File: config.mk
export PLATFORM = sky130hd
export DESIGN_NAME = clap_detector
export DESIGN_NICKNAME = d
export VERILOG_FILES = /design/src/rtl/clap_pkg.sv /design/src/rtl/clap_detector_sync_2ff.sv /design/src/rtl/clap_detector.sv
export SDC_FILE = /design/constraint.sdc
export NUM_CORES = 1
export LEC_CHECK = 0
export BUFFER_PORTS_ARGS = -buffer_cell sky130_fd_sc_hd__buf_2
export CORE_MARGIN = 4
export CORE_UTILIZATION = 58
export CTS_CLUSTER_DIAMETER = 100
export CTS_CLUSTER_SIZE = 24
export DETAILED_ROUTE_END_ITERATION = 16
export MAX_ROUTING_LAYER = met4
export PLACE_DENSITY = 0.82
export SLEW_MARGIN = 20
export SYNTH_ARGS = -nofsm -noshare
export SYNTH_HDL_FRONTEND = slang
export SYNTH_SLANG_ARGS = --single-unit
File: constraint.sdc
create_clock -name clk_i -period 2.1 [get_ports clk_i]
set_input_delay 0.42 -clock clk_i [delete_from_list [all_inputs] [get_ports clk_i]]
set_output_delay 0.42 -clock clk_i [all_outputs]
set_load 0.05 [all_outputs]
File: src/rtl/clap_pkg.sv
// ---------------------------------------------------------------------------
// clap_pkg
// Shared definitions for the clap detection front end: the detector state
// encoding and the default width of the burst/hold-off counter.
// ---------------------------------------------------------------------------
package clap_pkg;

  // Default counter width; wide enough for hold-off periods of tens of ms.
  localparam int unsigned CLAP_CNT_W = 16;

  // Detector states:
  //   IDLE     - waiting for the synchronised mic to go high
  //   HIGH     - measuring the length of a burst
  //   WAIT_LOW - burst too long (or already running); waiting for it to end
  //   HOLD     - refractory period, input ignored
  typedef enum logic [1:0] {
    IDLE     = 2'd0,
    HIGH     = 2'd1,
    WAIT_LOW = 2'd2,
    HOLD     = 2'd3
  } clap_state_e;

endpackage

File: src/rtl/clap_detector_sync_2ff.sv
// ---------------------------------------------------------------------------
// sync_2ff
// Two-flop synchroniser for a single asynchronous bit.
// Ports:
//   clk_i  - destination clock
//   rst_i  - synchronous active-high reset, clears both stages
//   d_i    - asynchronous input bit
//   q_o    - synchronised output, two clk_i cycles behind d_i
// ---------------------------------------------------------------------------
module sync_2ff (
  input  logic clk_i,
  input  logic rst_i,
  input  logic d_i,
  output logic q_o
);

  logic meta_q;
  logic sync_q;

  // The first stage may go metastable; the second stage gives it a full
  // cycle to resolve before anything downstream looks at the value.
  always_ff @(posedge clk_i) begin
    if (rst_i) begin
      meta_q <= 1'b0;
      sync_q <= 1'b0;
    end else begin
      meta_q <= d_i;
      sync_q <= meta_q;
    end
  end

  assign q_o = sync_q;

endmodule

File: src/rtl/clap_detector.sv
// ---------------------------------------------------------------------------
// clap_detector
// Turns a raw thresholded microphone comparator into one clean clap pulse
// per burst of legal length. Short bursts are dropped as glitches, long ones
// are flagged as noise, and every burst is followed by a hold-off period so
// room echoes are not counted as extra claps.
// Ports:
//   clk_i    - system clock
//   rst_i    - synchronous active-high reset
//   mic_i    - raw comparator output, asynchronous to clk_i
//   clap_o   - one-cycle pulse per accepted clap
//   reject_o - one-cycle pulse when a burst runs past MAX_HIGH
//   busy_o   - high whenever the detector is not idle
// ---------------------------------------------------------------------------
module clap_detector
  import clap_pkg::*;
#(
  parameter int unsigned CNT_W    = CLAP_CNT_W,
  parameter int unsigned MIN_HIGH = 1000,
  parameter int unsigned MAX_HIGH = 20000,
  parameter int unsigned HOLDOFF  = 50000
) (
  input  logic clk_i,
  input  logic rst_i,
  input  logic mic_i,
  output logic clap_o,
  output logic reject_o,
  output logic busy_o
);

  // Refuse to build with thresholds the counter cannot represent or that
  // make no sense relative to each other.
  if (!(MIN_HIGH >= 1 && MIN_HIGH <= MAX_HIGH &&
        64'(MAX_HIGH) < (64'd1 << CNT_W) &&
        HOLDOFF >= 1 && 64'(HOLDOFF) < (64'd1 << CNT_W))) begin : g_bad_params
    $error("clap_detector: illegal MIN_HIGH/MAX_HIGH/HOLDOFF for CNT_W");
  end

  localparam logic [CNT_W-1:0] MinCnt  = CNT_W'(MIN_HIGH);
  localparam logic [CNT_W-1:0] MaxCnt  = CNT_W'(MAX_HIGH);
  localparam logic [CNT_W-1:0] HoldEnd = CNT_W'(HOLDOFF - 1);
  localparam logic [CNT_W-1:0] CntOne  = CNT_W'(1);

  logic        s_mic;
  clap_state_e state_q, state_d;
  logic [CNT_W-1:0] cnt_q, cnt_d;
  logic        clap_q, clap_d;
  logic        reject_q, reject_d;

  sync_2ff u_sync (
    .clk_i (clk_i),
    .rst_i (rst_i),
    .d_i   (mic_i),
    .q_o   (s_mic)
  );

  // State, counter and the two registered pulse outputs. Reset wins every
  // cycle it is asserted, so a burst interrupted by reset never pulses.
  always_ff @(posedge clk_i) begin
    if (rst_i) begin
      state_q  <= IDLE;
      cnt_q    <= '0;
      clap_q   <= 1'b0;
      reject_q <= 1'b0;
    end else begin
      state_q  <= state_d;
      cnt_q    <= cnt_d;
      clap_q   <= clap_d;
      reject_q <= reject_d;
    end
  end

  // Next-state logic. The single counter is reused: in HIGH it holds the
  // number of high samples seen so far, in HOLD the cycles already spent
  // ignoring input. It saturates naturally at MAX_HIGH / HOLDOFF-1 because
  // both of those values force a state change.
  always_comb begin
    state_d  = state_q;
    cnt_d    = cnt_q;
    clap_d   = 1'b0;
    reject_d = 1'b0;
    unique case (state_q)
      IDLE: begin
        if (s_mic) begin
          state_d = HIGH;
          cnt_d   = CntOne;
        end else begin
          cnt_d   = '0;
        end
      end
      HIGH: begin
        if (s_mic) begin
          // This sample is number MAX_HIGH+1: the burst is noise.
          if (cnt_q == MaxCnt) begin
            state_d  = WAIT_LOW;
            reject_d = 1'b1;
          end else begin
            cnt_d = cnt_q + CntOne;
          end
        end else if (cnt_q >= MinCnt) begin
          state_d = HOLD;
          cnt_d   = '0;
          clap_d  = 1'b1;
        end else begin
          state_d = IDLE;
          cnt_d   = '0;
        end
      end
      WAIT_LOW: begin
        if (!s_mic) begin
          state_d = HOLD;
          cnt_d   = '0;
        end
      end
      HOLD: begin
        // A burst still running when the hold-off expires is waited out
        // rather than measured from its middle.
        if (cnt_q == HoldEnd) begin
          state_d = s_mic ? WAIT_LOW : IDLE;
          cnt_d   = '0;
        end else begin
          cnt_d = cnt_q + CntOne;
        end
      end
      default: begin
        state_d = IDLE;
        cnt_d   = '0;
      end
    endcase
  end

  assign clap_o   = clap_q;
  assign reject_o = reject_q;
  assign busy_o   = (state_q != IDLE);

endmodule

* Word-level counts from Yosys, hierarchy flattened
Index checks and enable logic that the tools add are counted.
Storage, ports and cells: register bits after elaboration 22, logic and storage cells 42
Operators by class: order comparisons 1, eq/ne operators 10, reduce and logical (&&, ||, !) cells 6, muxes and demuxes 16, bitwise logic cells 2, $add $sub $neg 1
Operators by type and width (number):
- $mux W16 | 4
- $pmux W16 S4 | 1
- $add A16 B1 Y16 const B | 1
- $eq A16 B15 Y1 const B | 1
- $eq A16 B16 Y1 const B | 1
- $ge A16 B10 Y1 const B | 1
- $mux W2 | 7
- $pmux W2 S4 | 1
- $ne A3 B3 Y1 const B | 2
- $reduce_or A3 Y1 | 2
- $eq A2 B2 Y1 const B | 2
- $ne A2 B2 Y1 const B | 2
- $reduce_and A4 Y1 | 1
- $mux W1 | 3
- $eq A2 B1 Y1 const B | 1
- $logic_not A2 Y1 | 1
- $ne A2 B1 Y1 const B | 1
- $not A1 Y1 | 2
- $reduce_and A2 Y1 | 1
- $reduce_bool A2 Y1 | 1

* Logic depth before layout (Yosys ltp)
depth after elaboration 4, gate-level depth with buffers 7, mapped depth without buffers 7

* Hierarchy
Synthesis repeated with hierarchy kept, for this count alone.
Unflattened totals: cells, all modules 158, area, all modules 1315.0 um2
By module, submodules not included:
- clap_detector | area an instance 1262.5 um2, instances 1, cells an instance 154
- sync_2ff | area an instance 52.6 um2, instances 1, cells an instance 4

* Worst setup path after synthesis
Ideal clock, no wire load.
path kind reg2reg, start register cnt_q[10], end register cnt_q[4], setup slack 0.313 ns, period minus slack after synthesis 1.787 ns, arrival 1.672 ns, stages on the path, launching flop included 7, path buffers 1, path through dfxtp_1 -> or4_4 -> nor4_4 -> a211oi_2 -> nor2_4 -> buf_6 -> nor2_1
On the way: word-level cells in the longest chain between the ends 3, elaborated cells between the ends (all ways) 6, classes of those cells 3 x eq/ne; 2 x mux; 1 x reduce/logical
Ends and longest elaborated chain:
- from (decl) | RTL line clap_detector.sv:46 | logic [CNT_W-1:0] cnt_q, cnt_d;
- from (signal assigned) | RTL line clap_detector.sv:67 | cnt_q <= cnt_d;
- $eq A16 B16 Y1 or $eq A16 B15 Y1 (tied branches) | RTL line clap_detector.sv:118, clap_detector.sv:94
- $mux W16 or $ne A3 B3 Y1 (tied branches)
- $pmux W16 S4 or $reduce_and A2 Y1 (tied branches)
Several ways; a longest one is shown, not always the timed one. A chain may end at the register's enable or synchronous reset.

* Worst setup path after layout
start register cnt_q[10], end register cnt_q[13]
On the way: word-level cells in the longest chain between the ends 4, elaborated cells between the ends (all ways) 9, classes of those cells 1 x add/sub; 3 x eq/ne; 4 x mux; 1 x reduce/logical
Ends and longest elaborated chain:
- $add A16 B1 Y16 | RTL line clap_detector.sv:98, clap_detector.sv:122
- $mux W16 | RTL line clap_detector.sv:94 | if (cnt_q == MaxCnt) begin
- $mux W16 | RTL line clap_detector.sv:92 | if (s_mic) begin
- $pmux W16 S4 | RTL line clap_detector.sv:82 | unique case (state_q)
Several ways; a longest one is shown, not always the timed one. The select of a mux whose other input is x is not followed.

==> results.md <==
* Top Ports at 6
* Synth async-reset ratio at 0%
* Place WS at 156.2 ps
* DR WL met2 at between 1000 and 1500 um
* Vias in the first global route at about 1,000
* Crit path arrival time at around 2100 ps
* Primary FF master, synth: dfxtp_1
* Comb pwr share at approximately 3.1%
* Netlist cell types at 38
* Post-synth EDFFs at 0
* Max VDD drop at about 0.00044 V
* Met3 wire length at about 85 um
* Leakage power at roughly 0.38 nW
* Adder-cell share of the synthesized area at under 10%
* Setup crit start kind: flop
* Setup bufs post-CTS at 0
* Multiplexer area fraction after synthesis at 0%
* Worst skew pair latency at roughly 290 ps
* Placed insts at ~170
* Routed len/inst at 13.40 um
* Yosys reg bits at 22
* Worst min-delay path class: primary input to flop
* Xor/xnor share of the synthesized area at ~8.8%
* Layout cell share with drive strength beyond 1 at 10.14%
* Final Non-Filler Cells at about 180
* Post-DP HPWL at roughly 1800 um
* Syn Inst Count at 147
* Synth Area in Simple Gates at 30.96%
* Power per Cell Area at approximately 500 nW/um2
* Final min period at about 1900 ps
* Crit path max fanout at 14
* WL final at around 2300 um
* CTS root buf: clkbuf_4
* Htree depth at 1
* Slew HR at 66.28%
* Clock tree buffer depth at 2
* Die width at 53.41 um
* Worst setup EP type: flop
* Final global-route overflow total at 0
* Post-layout util at roughly 64%
* Initial DRC count at 27
* Worst EP required at about 2300 ps
* Critical path type: flop to flop
* DRT Pass-1 Iters at 4
* CTS tree: yes
* Syn-to-layout area delta at 5.126%
* Tot GR Track Use at approximately 20%
* CTS sink count at 22
* Die area at between 2000 and 3000 um2
* Max Cap Viol at 0
* Total negative slack at 0 ps
* First-pass GRT wire length at approximately 4200 um
* Port bufs at 5
* Flop2flop setup slack at 150 ps
* Sequential power share at between 60% and 70%
* Setup-failing EPs final at 0
* Via/cell ratio at 5.926
* RSZ-0062 raised after global routing: no
* Worst-margin pin slew at around 510 ps
* # DRC at 0
* Final hold vios at 0
* Metal-1 WL at between 1000 and 1500 um
* Pin count of the biggest net entering global routing at 15
* Vias at slightly above 1,000
* Mapped Area at 1196 um2
* Worst Slack Setup Final at 150.8 ps
* TritonCTS buffer count at 3
* Most common cell after layout, fill and taps aside: dfxtp_1
* Compound-Gate Fraction of Synth Area at between 15 and 20%
* Clock Power Share at ~29%
* Cell-internal power at roughly 0.5 mW
* Post-synthesis sequential area ratio at between 30% and 40%
* Initial antenna violation count at 0
* Max Fclk at 0.5130 GHz
* Status: finished, final reports clean
* Clock Skews at ~2.2 ps
* Sw Pwr at between 0.1 and 0.15 mW
* Switching Share at between 20% and 30%
* Avg Cell Area, Syn at 8.137 um2
* Synth Warn # at 0
* Die height at around 53 um
* Nets at between 150 and 200
* Synthesized net count at around 150
* Post-route ant nets at 0
* Clock slew at reported path FFs at 110 ps
* Final GP Congestion at 0.9026
* Largest family of logic cells by synthesized area: simple AND/OR/NAND/NOR gates
* Max Slew Vio Count at 0
* Period utilization at 92.82%
* Max Used Layer: met4
* Commonest cells after routing, fill and taps aside: dfxtp_1 (22), nand2_1 (14), nor2_1 (13)
* Power after layout at 0.6312 mW
* Core ar. at between 1500 and 2000 um2
* # rows at 16
* Ant. Diodes at 0
* Starting density of the core at 60.97%
flip-flops by register name, summed over array words and instances, names as in the netlist:
| register | flops |
|---|---|
| clap_o | 1 |
| cnt_q | 16 |
| reject_o | 1 |
| state_q | 2 |
| u_sync.meta_q | 1 |
| u_sync.q_o | 1 |
Yosys cell counts (3+ instances only):
library cell | number | share of area, %
xor2_1 | 10 | 7.3
a21oi_1 | 9 | 3.8
nor2b_1 | 3 | 1.6
inv_1 | 6 | 1.9
nand3_1 | 11 | 4.6
nor2_1 | 13 | 4.1
clkbuf_1 | 7 | 2.2
dfxtp_1 | 22 | 37
nand4_1 | 6 | 3.1
a31oi_1 | 3 | 1.6
nor3_1 | 6 | 2.5
o21ai_0 | 4 | 1.7
nand2_1 | 14 | 4.4
o211ai_1 | 3 | 1.9
final cells by class:
cell class / instances / area, um2
flip-flops and latches: 22 / 440.4
clock buffers: 3 / 22.52
multi-input cells: 111 / 705.7
repair buffers: 6 / 32.53
fillers: 195 / 704.4
inverters: 6 / 22.52
well taps: 27 / 33.78
cells by family (layout without fill, tap and decap cells):
logic type / after synthesis / count (layout)
simple gates: 67 / 67
compound gates: 30 / 30
flops: 22 / 22
buf+inv: 14 / 15
xor+xnor: 12 / 12
fa+ha+maj: 2 / 2
metrics by stage:
step	hold slack [ps]	instance area, um2
after detailed placement	447.3	1225
after global placement	423.3	1225
after floorplan	413.8	1196
after global routing	325.7	1257
after CTS	328.4	1247
final	331.6	1257
worst paths after layout:
check,cells after the start,startpoint,endpoint
worst max-delay path,5,cnt_q[10],cnt_q[13]
worst min-delay path,2,mic_i,u_sync.meta_q
worst max register to register,5,cnt_q[10],cnt_q[13]
worst min register to register,1,u_sync.meta_q,u_sync.q_o
worst max-delay path, stage by stage (launching register included):
cell and delay, ps:
dfxtp_1 370, or4_4 570, nor4_4 340, a211oi_2 160
nor2_4 290, nor3_1 100
layer usage:
layer	GRT usage, %	up-vias
met5	-	-
met4	5.532	0
met3	2.535	2
met2	32.24	29
met1	25.68	479
li1	-	527
power groups by stage:
stage / Combinational (mW) / Clock, mW / Sequential, mW
2_1_floorplan: 0.0175 / 0 / 0.432
3_3_place_gp: 0.0187 / 0 / 0.436
3_5_place_dp: 0.0190 / 0 / 0.436
4_1_cts: 0.0191 / 0.190 / 0.426
5_1_grt: 0.0217 / 0.207 / 0.427
6_report: 0.0194 / 0.185 / 0.427
timing repair:
action	4_1_cts	5_1_grt
resized for setup	0	2
endpoints found under the setup margin	0	1
hold buffers	0	0
hold endpoints to repair	0	0
Note: power is estimated with default switching activity, not from simulation.
